==> src/rtl/dibit_packet_rx_if.sv <==
// rtl/dibit_packet_rx_if.sv - link dibit input and frame-buffer write port bundle
interface dibit_packet_rx_if #(
  parameter int ADDR_WIDTH = 17
);
  logic                  axiiv;
  logic [1:0]            axiid;
  logic                  pixel_wr_en;
  logic [ADDR_WIDTH-1:0] pixel_wr_addr;
  logic [7:0]            pixel_wr_data;
  logic                  packet_done;
  logic                  packet_err;

  modport master (
    output axiiv, axiid,
    input  pixel_wr_en, pixel_wr_addr, pixel_wr_data, packet_done, packet_err
  );

  modport slave (
    input  axiiv, axiid,
    output pixel_wr_en, pixel_wr_addr, pixel_wr_data, packet_done, packet_err
  );
endinterface

==> src/rtl/dibit_packet_rx.sv <==
// rtl/dibit_packet_rx.sv - dibit link receiver: header/pixel reassembly into frame-buffer writes
module dibit_packet_rx #(
  parameter int PIXELS_PER_PACKET = 320,
  parameter int ADDR_WIDTH        = 17
) (
  input  logic             clk,
  input  logic             rst_n,
  dibit_packet_rx_if.slave link
);

  localparam int PCW = (PIXELS_PER_PACKET > 1) ? $clog2(PIXELS_PER_PACKET) : 1;
  localparam logic [PCW-1:0] PIX_LAST = PCW'(PIXELS_PER_PACKET - 1);

  typedef enum logic [1:0] {IDLE, HDR, PIX, DRAIN} state_t;

  state_t                state, state_next;
  logic [1:0]            dibit_cnt;
  logic [3:0]            hdr_cnt;
  logic [PCW-1:0]        pix_cnt;
  logic [5:0]            byte_sr;
  logic [ADDR_WIDTH-1:0] hdr_sr;
  logic [ADDR_WIDTH-1:0] wr_ptr;

  logic                  take;
  logic                  in_hdr;
  logic                  abort;
  logic                  byte_done;
  logic                  hdr_last;
  logic                  pix_last;
  logic [7:0]            byte_val;
  logic [ADDR_WIDTH-1:0] hdr_next;

  // Current dibit completes the byte on top of the three already shifted in;
  // header bytes arrive MSB first so each new byte shifts the header left by 8,
  // and bits above ADDR_WIDTH fall off the top.
  assign byte_val = {link.axiid, byte_sr};
  assign hdr_next = ADDR_WIDTH'({hdr_sr, byte_val});

  // State register
  always_ff @(posedge clk or negedge rst_n) begin
    if (!rst_n) state <= IDLE;
    else        state <= state_next;
  end

  // Next state and per-cycle control decode
  always_comb begin
    state_next = state;
    take       = 1'b0;
    in_hdr     = 1'b0;
    abort      = 1'b0;
    byte_done  = 1'b0;
    hdr_last   = 1'b0;
    pix_last   = 1'b0;
    case (state)
      IDLE: begin
        if (link.axiiv) begin
          take       = 1'b1;
          in_hdr     = 1'b1;
          state_next = HDR;
        end
      end
      HDR: begin
        if (link.axiiv) begin
          take   = 1'b1;
          in_hdr = 1'b1;
          if (hdr_cnt == 4'd11) begin
            hdr_last   = 1'b1;
            state_next = PIX;
          end
        end else begin
          abort      = 1'b1;
          state_next = IDLE;
        end
      end
      PIX: begin
        if (link.axiiv) begin
          take = 1'b1;
          if (dibit_cnt == 2'd3) begin
            byte_done = 1'b1;
            if (pix_cnt == PIX_LAST) begin
              pix_last   = 1'b1;
              state_next = DRAIN;
            end
          end
        end else begin
          abort      = 1'b1;
          state_next = IDLE;
        end
      end
      DRAIN: begin
        if (!link.axiiv) state_next = IDLE;
      end
      default: state_next = IDLE;
    endcase
  end

  // Dibit/header/pixel counters, byte assembly and write pointer
  always_ff @(posedge clk or negedge rst_n) begin
    if (!rst_n) begin
      dibit_cnt <= 2'd0;
      hdr_cnt   <= 4'd0;
      pix_cnt   <= '0;
      byte_sr   <= 6'd0;
      hdr_sr    <= '0;
      wr_ptr    <= '0;
    end else if (abort) begin
      dibit_cnt <= 2'd0;
      hdr_cnt   <= 4'd0;
      pix_cnt   <= '0;
    end else if (take) begin
      dibit_cnt <= dibit_cnt + 2'd1;
      byte_sr   <= {link.axiid, byte_sr[5:2]};
      if (in_hdr) begin
        hdr_cnt <= hdr_last ? 4'd0 : hdr_cnt + 4'd1;
        if (dibit_cnt == 2'd3) hdr_sr <= hdr_next;
        if (hdr_last) begin
          wr_ptr  <= hdr_next;
          pix_cnt <= '0;
        end
      end else if (byte_done) begin
        pix_cnt <= pix_last ? '0 : pix_cnt + PCW'(1);
        wr_ptr  <= wr_ptr + 1'b1;
      end
    end
  end

  // Registered write port and status pulses; address/data hold between writes
  always_ff @(posedge clk or negedge rst_n) begin
    if (!rst_n) begin
      link.pixel_wr_en   <= 1'b0;
      link.pixel_wr_addr <= '0;
      link.pixel_wr_data <= 8'd0;
      link.packet_done   <= 1'b0;
      link.packet_err    <= 1'b0;
    end else begin
      link.pixel_wr_en <= byte_done;
      link.packet_done <= pix_last;
      link.packet_err  <= abort;
      if (byte_done) begin
        link.pixel_wr_addr <= wr_ptr;
        link.pixel_wr_data <= byte_val;
      end
    end
  end

endmodule
==> src/flat_wrapper.sv <==
// flat-port wrapper written by rule: the top's interface ports become plain ports
module dibit_packet_rx_flat 
#(
  parameter int PIXELS_PER_PACKET = 320,
  parameter int ADDR_WIDTH        = 17
)
  (clk, rst_n, link_axiiv, link_axiid, link_pixel_wr_en, link_pixel_wr_addr, link_pixel_wr_data, link_packet_done, link_packet_err);
  dibit_packet_rx_if #(.ADDR_WIDTH(ADDR_WIDTH)) link_i ();
  input  logic clk;
  input  logic rst_n;
  input wire logic [$bits(link_i.axiiv)-1:0] link_axiiv;
  input wire logic [$bits(link_i.axiid)-1:0] link_axiid;
  output wire logic [$bits(link_i.pixel_wr_en)-1:0] link_pixel_wr_en;
  output wire logic [$bits(link_i.pixel_wr_addr)-1:0] link_pixel_wr_addr;
  output wire logic [$bits(link_i.pixel_wr_data)-1:0] link_pixel_wr_data;
  output wire logic [$bits(link_i.packet_done)-1:0] link_packet_done;
  output wire logic [$bits(link_i.packet_err)-1:0] link_packet_err;
  assign link_i.axiiv = link_axiiv;
  assign link_i.axiid = link_axiid;
  assign link_pixel_wr_en = link_i.pixel_wr_en;
  assign link_pixel_wr_addr = link_i.pixel_wr_addr;
  assign link_pixel_wr_data = link_i.pixel_wr_data;
  assign link_packet_done = link_i.packet_done;
  assign link_packet_err = link_i.packet_err;
  dibit_packet_rx #(.PIXELS_PER_PACKET(PIXELS_PER_PACKET), .ADDR_WIDTH(ADDR_WIDTH)) u_core (.clk(clk), .rst_n(rst_n), .link(link_i));
endmodule
==> config.mk <==
export PLATFORM = sky130hd
export DESIGN_NAME = dibit_packet_rx_flat
export DESIGN_NICKNAME = d
export VERILOG_FILES = /design/src/rtl/dibit_packet_rx_if.sv /design/src/rtl/dibit_packet_rx.sv /design/src/flat_wrapper.sv
export SDC_FILE = /design/constraint.sdc
export NUM_CORES = 1
export LEC_CHECK = 0
export BUFFER_PORTS_ARGS = -buffer_cell sky130_fd_sc_hd__buf_4
export CAP_MARGIN = 10
export CORE_MARGIN = 8
export CORE_UTILIZATION = 37
export CTS_CLUSTER_SIZE = 28
export DETAILED_ROUTE_END_ITERATION = 10
export SYNTH_ARGS = -nofsm -noshare
export SYNTH_HDL_FRONTEND = slang
export SYNTH_SLANG_ARGS = --single-unit
==> constraint.sdc <==
create_clock -name clk -period 2.4 [get_ports clk]
set_input_delay 0.24 -clock clk [delete_from_list [all_inputs] [get_ports clk]]
set_output_delay 0.24 -clock clk [all_outputs]
set_load 0.02 [all_outputs]
==> out/results.tsv, run 1 <==
stage	metric	value	unit
outcome	status	completed	
route	wire length on met2	4600	um
critical_path	Worst EP required	2.64	ns
synth	Synth area leader	dfrtp_1	
critical_path	Crit Path Max Fanout	10	
clock_network	cts bufs inserted	9	
synth	Top FF cell, synth	dfrtp_1	
floorplan	Core Area	0.0103	mm2
critical_path	worst flop-to-flop path endpoint	u_core.pix_cnt[2]$_DFFE_PN0P_	
floorplan	die width	119	um
synth	largest cells by area after synthesis	dfrtp_1, mux2_2, nand2_1	
clock_network	Worst-Skew Late Latency	0.35	ns
critical_path	CP Class	reg2reg	
floorplan	I/O Pins	33	
synth	Post-Syn Instances	354	
critical_path	Reg2Reg Depth	6	
grt	initial antenna violation count	0	
critical_path	r2r setup slk	0.32	ns
synth	ys async rst share	100	%
clock_network	Post-CTS Hold Buffers	1	
critical_path	Critical Path End Type	flop	
power_and_ir_drop	Comb power frac	42.8	%
clock_network	post-cts sizing count	0	
clock_network	Post-CTS Setup Inserts	0	
clock_network	Max clock buf depth	2	
floorplan	die height	119	um
sta	Setup Viol. Count Final	0	
synth	synthesized area	0.00393	mm2
clock_network	clock root cell	clkbuf_8	
clock_network	clock sinks	77	
power_and_ir_drop	Pwr Density	1220	mW/mm2
synth	number of synthesized flops with an enable pin	0	
layout	Area Growth Syn to Fin	13.2	%
synth	syn_nets	368	
power_and_ir_drop	Clock Power Share	15.3	%
route	met3 wire len	402	um
floorplan	row cnt	37	
synth	Netlist cell types	61	
placed_design	HPWL after DPL	6190	um
hold_path	hold crit path type	in2reg	
clock_network	Worst-path clk slew	0.08	ns
placed_design	placer congestion estimate	0.901	
route	initial drt markers	234	
synth	Synth Area per Inst	11.1	um2
power_and_ir_drop	Switch Pwr	0.00225	W
critical_path	Crit. Startpoint	u_core.state[1]$_DFFE_PN0P_	
placed_design	Port Buffers	32	
sta	Final Hold Viols	0	
floorplan	initial core utilization	38.1	%
route	drt first pass iters	4	
layout	nets@finish	401	
synth	Synth Warn #	0	
sta	fin crit period	2.08	ns
route	DR vias/cell	5.53	
sta	period utilization	86.7	%
power_and_ir_drop	Net Sw Frac	41.5	%
sta	RSZ-0062 raised after global routing	no	
power_and_ir_drop	maximum VDD drop	549	uV
critical_path	Reg2Reg Launch Point	u_core.state[1]$_DFFE_PN0P_	
power_and_ir_drop	Pint	0.00318	W
route	WL/cell	17.1	um
critical_path	Critical Path Sink	u_core.pix_cnt[2]$_DFFE_PN0P_	
sta	Slew Viols, Final	0	
route	met1 WL	3930	um
critical_path	Startpoint Class	flop	
sta	fmax	480	MHz
synth	Seq/Total Area, Yosys	49.0	%
sta	Slew @ Worst Pin	0.556	ns
sta	setup TNS	0	ns
critical_path	Worst EP arrival	2.32	ns
layout	fin area	0.00445	mm2
route	ANT nets after route	0	
layout	share of layout cells above drive strength 1	27.9	%
sta	Slew headroom	62.8	%
power_and_ir_drop	Leakage Power	2.06	nW
synth	flop and latch count out of synthesis	77	
grt	Tot GR Track Use	13.3	%
placed_design	Area after DPL	0.00428	mm2
floorplan	die area	0.0142	mm2
clock_network	maximum level of the CTS H-tree	3	
grt	vias in the first global route	3073	
route	DRC violation count after routing	0	
hold_path	Hold Crit Depth	3	
sta	Layout Skew	0.00857	ns
power_and_ir_drop	sequential power share	41.9	%
synth	share of the synthesized area in the top cell type	49.0	%
route	Vias	2913	
grt	largest net degree at the start of global routing	78	
grt	grt ovf	0	
grt	first-pass GRT wire length	15500	um
flow_run	max-cap check violation count	0	
route	Post-Route WL	9000	um
route	Highest Signal Layer	met4	
power_and_ir_drop	Pwr Total	0.00543	W
clock_network	CTS tree	yes	
layout	n_diodes	0	
-- sequential cells by signal (all words and copies together), names as in the netlist --
register / count
u_core.hdr_sr: 9
u_core.link.pixel_wr_en: 1
u_core.pix_cnt: 9
u_core.hdr_cnt: 4
u_core.link.packet_err: 1
u_core.dibit_cnt: 2
u_core.state: 2
u_core.link.pixel_wr_addr: 17
u_core.wr_ptr: 17
u_core.link.pixel_wr_data: 8
u_core.byte_sr: 6
u_core.link.packet_done: 1
-- metal layers --
metal / vias up / GRT usage [%]
met1: 1465 / 16.1
met5: - / 0
li1: 1374 / -
met4: 0 / 3.64
met3: 6 / 3.87
met2: 68 / 22.4
-- worst min-delay path by stage --
| stage | start | end |
|---|---|---|
| floorplan | rst_n | u_core.byte_sr[0]$_DFFE_PN0P_ |
| global placement | rst_n | u_core.link.pixel_wr_addr[3]$_DFFE_PN0P_ |
| detailed placement | rst_n | u_core.link.pixel_wr_addr[1]$_DFFE_PN0P_ |
| CTS | link_axiid[1] | u_core.byte_sr[5]$_DFFE_PN0P_ |
| global route | link_axiid[1] | u_core.byte_sr[5]$_DFFE_PN0P_ |
| finish | link_axiid[1] | u_core.byte_sr[5]$_DFFE_PN0P_ |
-- layout make-up --
type | instances | area (um2)
flip-flops and latches | 77 | 1930
well taps | 136 | 170
fillers | 988 | 5870
repair buffers | 40 | 315
clock buffers | 10 | 128
clock inverters | 5 | 28.8
inverters | 10 | 37.5
multi-input cells | 249 | 1840
-- Yosys cell counts, types with 7 or more instances --
library cell and n:
dfrtp_1 77, nand2_1 35, mux2_2 34, o21ai_0 21, a21oi_1 16, nand3_1 14
nor2_1 13, nand4_1 12, inv_1 10, ha_1 9, a31oi_1 7
-- through the flow --
step	cells	setup WS [ns]	utilization (%)	hold slack, ns
after floorplan	354	0.636	-	-0.0556
after global placement	511	0.428	41.5	0.291
after detailed placement	511	0.372	41.5	0.301
after CTS	527	0.332	43.1	0.114
after global routing	527	0.169	43.1	0.127
final	527	0.318	43.1	0.136
-- critical path, cell delays in order (launching register included) --
cell and delay [ns]:
dfrtp_1 0.40, inv_1 0.09, ha_1 0.35, and4b_1 0.34
nor2_1 0.45, o21ai_0 0.20, o311ai_1 0.12
-- layout by cell type (no fill, tap or decap), types with 2 or more instances in the layout --
cell type / instances
a21oi_1: 16
or2_2: 2
and3_1: 6
ha_1: 9
a211oi_1: 2
and4b_1: 3
nor2_1: 13
and2_1: 5
o22ai_1: 5
clkinv_2: 4
buf_4: 38
dfrtp_1: 77
nand4_1: 12
nand2_1: 35
inv_1: 10
nand3_1: 14
nand3_2: 3
nor4_1: 2
o22a_1: 5
and4_1: 5
mux2_2: 34
a2bb2oi_1: 4
a31oi_1: 7
o211ai_1: 2
clkbuf_8: 9
nor3_1: 2
o21ai_0: 21
a211oi_2: 2
nand2b_1: 4
o311ai_1: 3
a41oi_1: 3
a22o_1: 3
-- power groups by stage --
stage	Sequential (W)	Clock (W)	Combinational [W]
2_1_floorplan	0.00233	0	0.00159
3_3_place_gp	0.00228	0	0.00229
3_5_place_dp	0.00229	0	0.00234
4_1_cts	0.00227	0.000873	0.00235
5_1_grt	0.00235	0.000918	0.00259
6_report	0.00228	0.000831	0.00233
-- kinds of logic (layout without fill, tap and decap cells) --
family / count (synthesis) / after routing / share of synthesized area (%)
xor gates and xnor gates: 1 / 1 / 0.223
and+or+nand+nor: 115 / 115 / 16.9
AOI/OAI and AO/OA: 89 / 89 / 16.9
adders and majority gates: 9 / 9 / 2.86
DFF: 77 / 77 / 49.0
muxes: 35 / 35 / 9.99
buffers and inverters: 28 / 65 / 4.10
Note: power is estimated with default switching activity, not from simulation.
==> run 2: changes to the inputs <==
--- a/config.mk
+++ b/config.mk
@@ -8,7 +8,8 @@
 export BUFFER_PORTS_ARGS = -buffer_cell sky130_fd_sc_hd__buf_4
 export CAP_MARGIN = 10
 export CORE_MARGIN = 8
-export CORE_UTILIZATION = 37
+export CORE_UTILIZATION = 40
+export CTS_BUF_LIST = sky130_fd_sc_hd__clkbuf_8
 export CTS_CLUSTER_SIZE = 28
 export DETAILED_ROUTE_END_ITERATION = 10
 export SYNTH_ARGS = -nofsm -noshare
==> out/results.tsv, run 2 (synthesis gave the netlist of run 1 again) <==
stage	metric	value	unit	change
grt	grt ovf	0		unchanged
critical_path	Worst EP arrival	2.33	ns	about the same
floorplan	die area	0.0133	mm2	-6.5%
route	met1 WL	4050	um	+3.1%
layout	Area Growth Syn to Fin	14.6	%	
floorplan	initial core utilization	40.8	%	+2.7 points
route	Post-Route WL	9090	um	+1.0%
layout	post-route core utilization	46.8	%	+3.7 points
sta	Setup Viol. Count Final	0		unchanged
hold_path	Hold Crit Depth	3		unchanged
power_and_ir_drop	Leakage Power	2.09	nW	+1.3%
layout	nets@finish	403		+0.50%
layout	leading registers by flop count	u_core.link.pixel_wr_addr x17, u_core.wr_ptr x17		
layout	commonest non-fill, non-tap cells in the layout	dfrtp_1, buf_4, nand2_1		
placed_design	placer congestion estimate	0.811		-10%
critical_path	Reg2Reg Launch Point	u_core.state[1]$_DFFE_PN0P_		
route	wire length on met2	4540	um	-1.3%
critical_path	worst flop-to-flop path endpoint	u_core.wr_ptr[4]$_DFFE_PN0P_		
critical_path	Reg2Reg Depth	6		unchanged
sta	Layout Skew	0.00859	ns	+0.0000207 ns
clock_network	CTS tree	yes		
floorplan	I/O Pins	33		unchanged
critical_path	Worst EP required	2.63	ns	about the same
sta	fin crit period	2.10	ns	+0.0206 ns
sta	setup TNS	0	ns	unchanged
layout	commonest non-fill, non-tap cell in the layout	dfrtp_1		
route	Highest Signal Layer	met4		
grt	vias in the first global route	3012		-2.0%
route	WL/cell	17.2	um	+1.0%
critical_path	CP Class	reg2reg		
route	drt first pass iters	4		unchanged
sta	Slew @ Worst Pin	0.573	ns	+0.0174 ns
flow_run	max-cap check violation count	0		unchanged
clock_network	cts bufs inserted	9		unchanged
grt	Tot GR Track Use	14.6	%	+1.3 points
grt	largest net degree at the start of global routing	43		-45%
placed_design	HPWL after DPL	6300	um	+1.7%
placed_design	Port Buffers	32		unchanged
layout	fillers	924		-6.5%
hold_path	Hold Path Sink	u_core.byte_sr[5]$_DFFE_PN0P_		
grt	first-pass GRT wire length	15100	um	-2.1%
critical_path	r2r setup slk	0.30	ns	-0.02 ns
floorplan	die height	115	um	-3.3%
critical_path	Crit Path Max Fanout	10		unchanged
clock_network	maximum level of the CTS H-tree	3		unchanged
layout	n_diodes	0		unchanged
sta	worst setup margin	0.298	ns	-0.0206 ns
sta	period utilization	87.6	%	+0.86 points
placed_design	dpl ws	0.335	ns	-0.0372 ns
sta	Slew Viols, Final	0		unchanged
sta	fmax	476	MHz	-0.98%
grt	initial antenna violation count	0		unchanged
clock_network	clock sinks	77		unchanged
sta	Slew headroom	61.8	%	-1.0 points
route	met3 wire len	353	um	-12%
clock_network	clock root cell	clkbuf_8		
route	DRC violation count after routing	0		unchanged
power_and_ir_drop	Pwr Density	1260	mW/mm2	+2.9%
critical_path	Startpoint Class	flop		
outcome	status	completed		
power_and_ir_drop	maximum VDD drop	490	uV	-11%
sta	RSZ-0062 raised after global routing	no		
floorplan	die width	115	um	-3.3%
clock_network	Max clock buf depth	2		unchanged
route	ANT nets after route	0		unchanged
hold_path	hold crit path type	in2reg		
sta	Final Hold Viols	0		unchanged
hold_path	worst hold start	link_axiid[1]		
floorplan	row cnt	36		-2.7%
clock_network	Worst-Skew Late Latency	0.35	ns	about the same
floorplan	Core Area	0.00964	mm2	-6.6%
sta	WHS	0.118	ns	-0.0178 ns
layout	share of layout cells above drive strength 1	28.2	%	+0.30 points
critical_path	Critical Path End Type	flop		
route	initial drt markers	165		-29%
route	DR vias/cell	5.47		-1.0%
clock_network	Worst-path clk slew	0.08	ns	about the same
route	Vias	2884		-1.0%
[run 2: changes by cell type in the layout (fill, tap and decap cells not counted), sizes merged]
cell and delta:
buf +2, clkbuf -1, inv +3, bufinv +2, clkinv -5, clkinvlp +2
[run 2: how the worst max path moves through the flow]
stage,from,endpoint,slack [ns],cells after the start
4_1_cts,u_core.state[1]$_DFFE_PN0P_,u_core.wr_ptr[4]$_DFFE_PN0P_,0.30,6
3_3_place_gp,u_core.state[1]$_DFFE_PN0P_,u_core.wr_ptr[2]$_DFFE_PN0P_,0.40,7
3_5_place_dp,u_core.state[1]$_DFFE_PN0P_,u_core.wr_ptr[2]$_DFFE_PN0P_,0.34,7
6_report,u_core.state[1]$_DFFE_PN0P_,u_core.wr_ptr[4]$_DFFE_PN0P_,0.30,6
2_1_floorplan,u_core.state[0]$_DFFE_PN0P_,u_core.wr_ptr[4]$_DFFE_PN0P_,0.64,7
5_1_grt,u_core.state[1]$_DFFE_PN0P_,u_core.wr_ptr[11]$_DFFE_PN0P_,0.17,6
[run 2: timing repair]
item | in CTS | in global routing
hold endpoints to repair | 40 | 0
hold buffers | 1 | 0
setup buffers | 0 | 0
gates resized for setup | 0 | 0
[run 2: final cells by class]
type                            instances  area (um2)  area share (%)
Timing Repair Buffer                   42         318            7.05
Sequential cell                        77        1930            42.7
Inverter                               10        37.5           0.833
Clock buffer                            9         124            2.75
Multi-Input combinational cell        249        1840            40.9
Clock inverter                          7        91.3            2.03
Tap cell                              133         166            3.69
[run 2: per-stage QoR]
step	instances	cell area, um2	total power, W
2_1_floorplan	354	3930	0.00392
3_3_place_gp	510	4280	0.00457
3_5_place_dp	510	4280	0.00463
4_1_cts	527	4510	0.00572
5_1_grt	527	4510	0.00608
6_report	527	4510	0.00567
[run 2: where the power goes]
group	switching [W]	internal, W	total (W)
Combinational	0.00130	0.00102	0.00232
Clock	0.000490	0.000582	0.00107
Sequential	0.000476	0.00179	0.00227
Total	0.00227	0.00340	0.00567
[run 2: layer usage]
| layer | global-route usage (%) | vias up |
|---|---|---|
| met2 | 24.2 | 65 |
| met1 | 18.1 | 1429 |
| met3 | 2.47 | 14 |
| li1 | - | 1376 |
| met4 | 6.74 | 0 |
| met5 | 0 | - |
[run 2: critical path, stage by stage, from the launching register on]
cell and delay (ns):
dfrtp_1 0.42, inv_1 0.11, ha_1 0.47, nand4b_4 0.19
a211oi_4 0.42, o21ai_1 0.12, a22o_1 0.25
==> run 3: changes to the inputs <==
--- a/config.mk
+++ b/config.mk
@@ -5,13 +5,14 @@
 export SDC_FILE = /design/constraint.sdc
 export NUM_CORES = 1
 export LEC_CHECK = 0
-export BUFFER_PORTS_ARGS = -buffer_cell sky130_fd_sc_hd__buf_4
+export BUFFER_PORTS_ARGS = -buffer_cell sky130_fd_sc_hd__buf_2
 export CAP_MARGIN = 10
 export CORE_MARGIN = 8
 export CORE_UTILIZATION = 40
 export CTS_BUF_LIST = sky130_fd_sc_hd__clkbuf_8
 export CTS_CLUSTER_SIZE = 28
 export DETAILED_ROUTE_END_ITERATION = 10
+export PLACE_DENSITY = 0.69
 export SYNTH_ARGS = -nofsm -noshare
 export SYNTH_HDL_FRONTEND = slang
 export SYNTH_SLANG_ARGS = --single-unit
==> out/results.tsv, run 3 (synthesis gave the netlist of run 1 again) <==
stage	metric	value	unit	change
outcome	status	completed		
critical_path	CP Class	reg2reg		
hold_path	Hold Path Sink	u_core.byte_sr[5]$_DFFE_PN0P_		
placed_design	dpl ws	0.322	ns	-0.0135 ns
clock_network	CTS tree	yes		
clock_network	Worst-path clk slew	0.08	ns	about the same
grt	Tot GR Track Use	14.1	%	-0.51 points
sta	RSZ-0062 raised after global routing	no		
placed_design	Area after DPL	0.00419	mm2	-2.2%
power_and_ir_drop	Leakage Power	2.07	nW	-0.81%
grt	initial antenna violation count	0		unchanged
clock_network	cts bufs inserted	9		unchanged
hold_path	Hold Crit Depth	3		unchanged
sta	fmax	466	MHz	-2.1%
critical_path	Reg2Reg Launch Point	u_core.state[1]$_DFFE_PN0P_		
placed_design	Port Buffers	32		unchanged
route	Post-Route WL	8620	um	-5.2%
route	WL/cell	16.5	um	-4.1%
sta	period utilization	89.5	%	+1.9 points
layout	n_diodes	0		unchanged
clock_network	maximum level of the CTS H-tree	3		unchanged
layout	nets@finish	399		-0.99%
clock_network	clock sinks	77		unchanged
route	DRC violation count after routing	0		unchanged
power_and_ir_drop	Pwr Total	0.00555	W	-2.1%
route	initial drt markers	122		-26%
grt	first-pass GRT wire length	14700	um	-2.7%
hold_path	worst hold start	link_axiid[1]		
power_and_ir_drop	maximum VDD drop	436	uV	-11%
clock_network	clock root cell	clkbuf_8		
clock_network	Worst-Skew Late Latency	0.36	ns	about the same
layout	share of layout cells above drive strength 1	27.6	%	-0.60 points
sta	Slew headroom	63.1	%	+1.4 points
flow_run	max-cap check violation count	0		unchanged
sta	setup TNS	0	ns	unchanged
hold_path	hold crit path type	in2reg		
floorplan	row cnt	36		unchanged
critical_path	r2r setup slk	0.25	ns	-0.04 ns
floorplan	die area	0.0133	mm2	unchanged
sta	fin crit period	2.15	ns	+0.0446 ns
sta	Slew Viols, Final	0		unchanged
route	drt first pass iters	4		unchanged
critical_path	Reg2Reg Depth	7		+1
clock_network	Max clock buf depth	2		unchanged
sta	worst setup margin	0.253	ns	-0.0446 ns
layout	fillers	922		-0.22%
floorplan	die height	115	um	unchanged
floorplan	I/O Pins	33		unchanged
layout	leading registers by flop count	u_core.link.pixel_wr_addr x17, u_core.wr_ptr x17		
floorplan	Core Area	0.00964	mm2	unchanged
sta	Final Hold Viols	0		unchanged
critical_path	Critical Path End Type	flop		
placed_design	HPWL after DPL	5910	um	-6.2%
sta	Setup Viol. Count Final	0		unchanged
sta	Slew @ Worst Pin	0.551	ns	-0.0225 ns
layout	Area Growth Syn to Fin	12.1	%	
layout	commonest non-fill, non-tap cell in the layout	dfrtp_1		
grt	largest net degree at the start of global routing	42		-2.3%
floorplan	initial core utilization	40.8	%	unchanged
route	ANT nets after route	0		unchanged
route	Vias	2869		-0.52%
critical_path	Worst EP required	2.68	ns	+0.05 ns
grt	vias in the first global route	2877		-4.5%
clock_network	Post-CTS Setup Inserts	0		unchanged
critical_path	worst flop-to-flop path endpoint	u_core.wr_ptr[2]$_DFFE_PN0P_		
placed_design	placer congestion estimate	0.828		+2.1%
critical_path	Crit Path Max Fanout	10		unchanged
floorplan	die width	115	um	unchanged
grt	grt ovf	0		unchanged
layout	fin area	0.00441	mm2	-2.2%
layout	commonest non-fill, non-tap cells in the layout	dfrtp_1, nand2_1, mux2_2		
layout	post-route core utilization	45.7	%	-1.0 points
critical_path	Worst EP arrival	2.43	ns	+0.10 ns
route	DR vias/cell	5.51		+0.63%
power_and_ir_drop	Pwr Density	1260	mW/mm2	about the same
critical_path	Startpoint Class	flop		
sta	Layout Skew	0.00789	ns	-0.000705 ns
run 3: power breakdown:
part / switching [W] / internal [W]
combinational: 0.00130 / 0.000917
clock: 0.000471 / 0.000603
sequential: 0.000463 / 0.00179
total: 0.00223 / 0.00331
run 3: layer usage:
layer / GRT usage [%] / share of wire (%)
met4: 4.90 / 2.0
met2: 23.2 / 49
met5: 0 / 0
met1: 17.6 / 45
met3: 3.41 / 4.2
run 3: worst max-delay path: stages (launching register included):
cell and delay (ns):
dfrtp_1 0.42, inv_1 0.11, ha_1 0.48, nand4b_4 0.19, a211oi_4 0.44, buf_4 0.23
a21oi_1 0.07, a21oi_1 0.12
run 3: final cells by class:
type,instances,area [um2],area share (%)
Sequential cell,77,1930,43.7
Multi-Input combinational cell,249,1840,41.8
Timing Repair Buffer,38,223,5.05
Tap cell,133,166,3.77
Clock buffer,10,138,3.12
Clock inverter,4,73.8,1.67
Inverter,10,37.5,0.851
run 3: worst max path at each step:
| stage | from | to | depth (start not counted) |
|---|---|---|---|
| global route | u_core.state[1]$_DFFE_PN0P_ | u_core.pix_cnt[7]$_DFFE_PN0P_ | 6 |
| floorplan | u_core.state[0]$_DFFE_PN0P_ | u_core.wr_ptr[4]$_DFFE_PN0P_ | 7 |
| detailed placement | u_core.state[1]$_DFFE_PN0P_ | u_core.wr_ptr[2]$_DFFE_PN0P_ | 7 |
| CTS | u_core.state[1]$_DFFE_PN0P_ | u_core.wr_ptr[2]$_DFFE_PN0P_ | 7 |
| global placement | u_core.state[1]$_DFFE_PN0P_ | u_core.wr_ptr[1]$_DFFE_PN0P_ | 7 |
| finish | u_core.state[1]$_DFFE_PN0P_ | u_core.wr_ptr[2]$_DFFE_PN0P_ | 7 |
run 3: stage by stage:
step                std cells  hold slack [ns]
floorplan                 354          -0.0556
global placement          506            0.232
detailed placement        506            0.233
CTS                       521            0.160
global route              521            0.161
finish                    521            0.159
run 3: repair_timing:
| action | 4_1_cts | 5_1_grt |
|---|---|---|
| hold buffers | 1 | 0 |
| hold endpoints to repair | 36 | 0 |
| gates resized for setup | 0 | 0 |
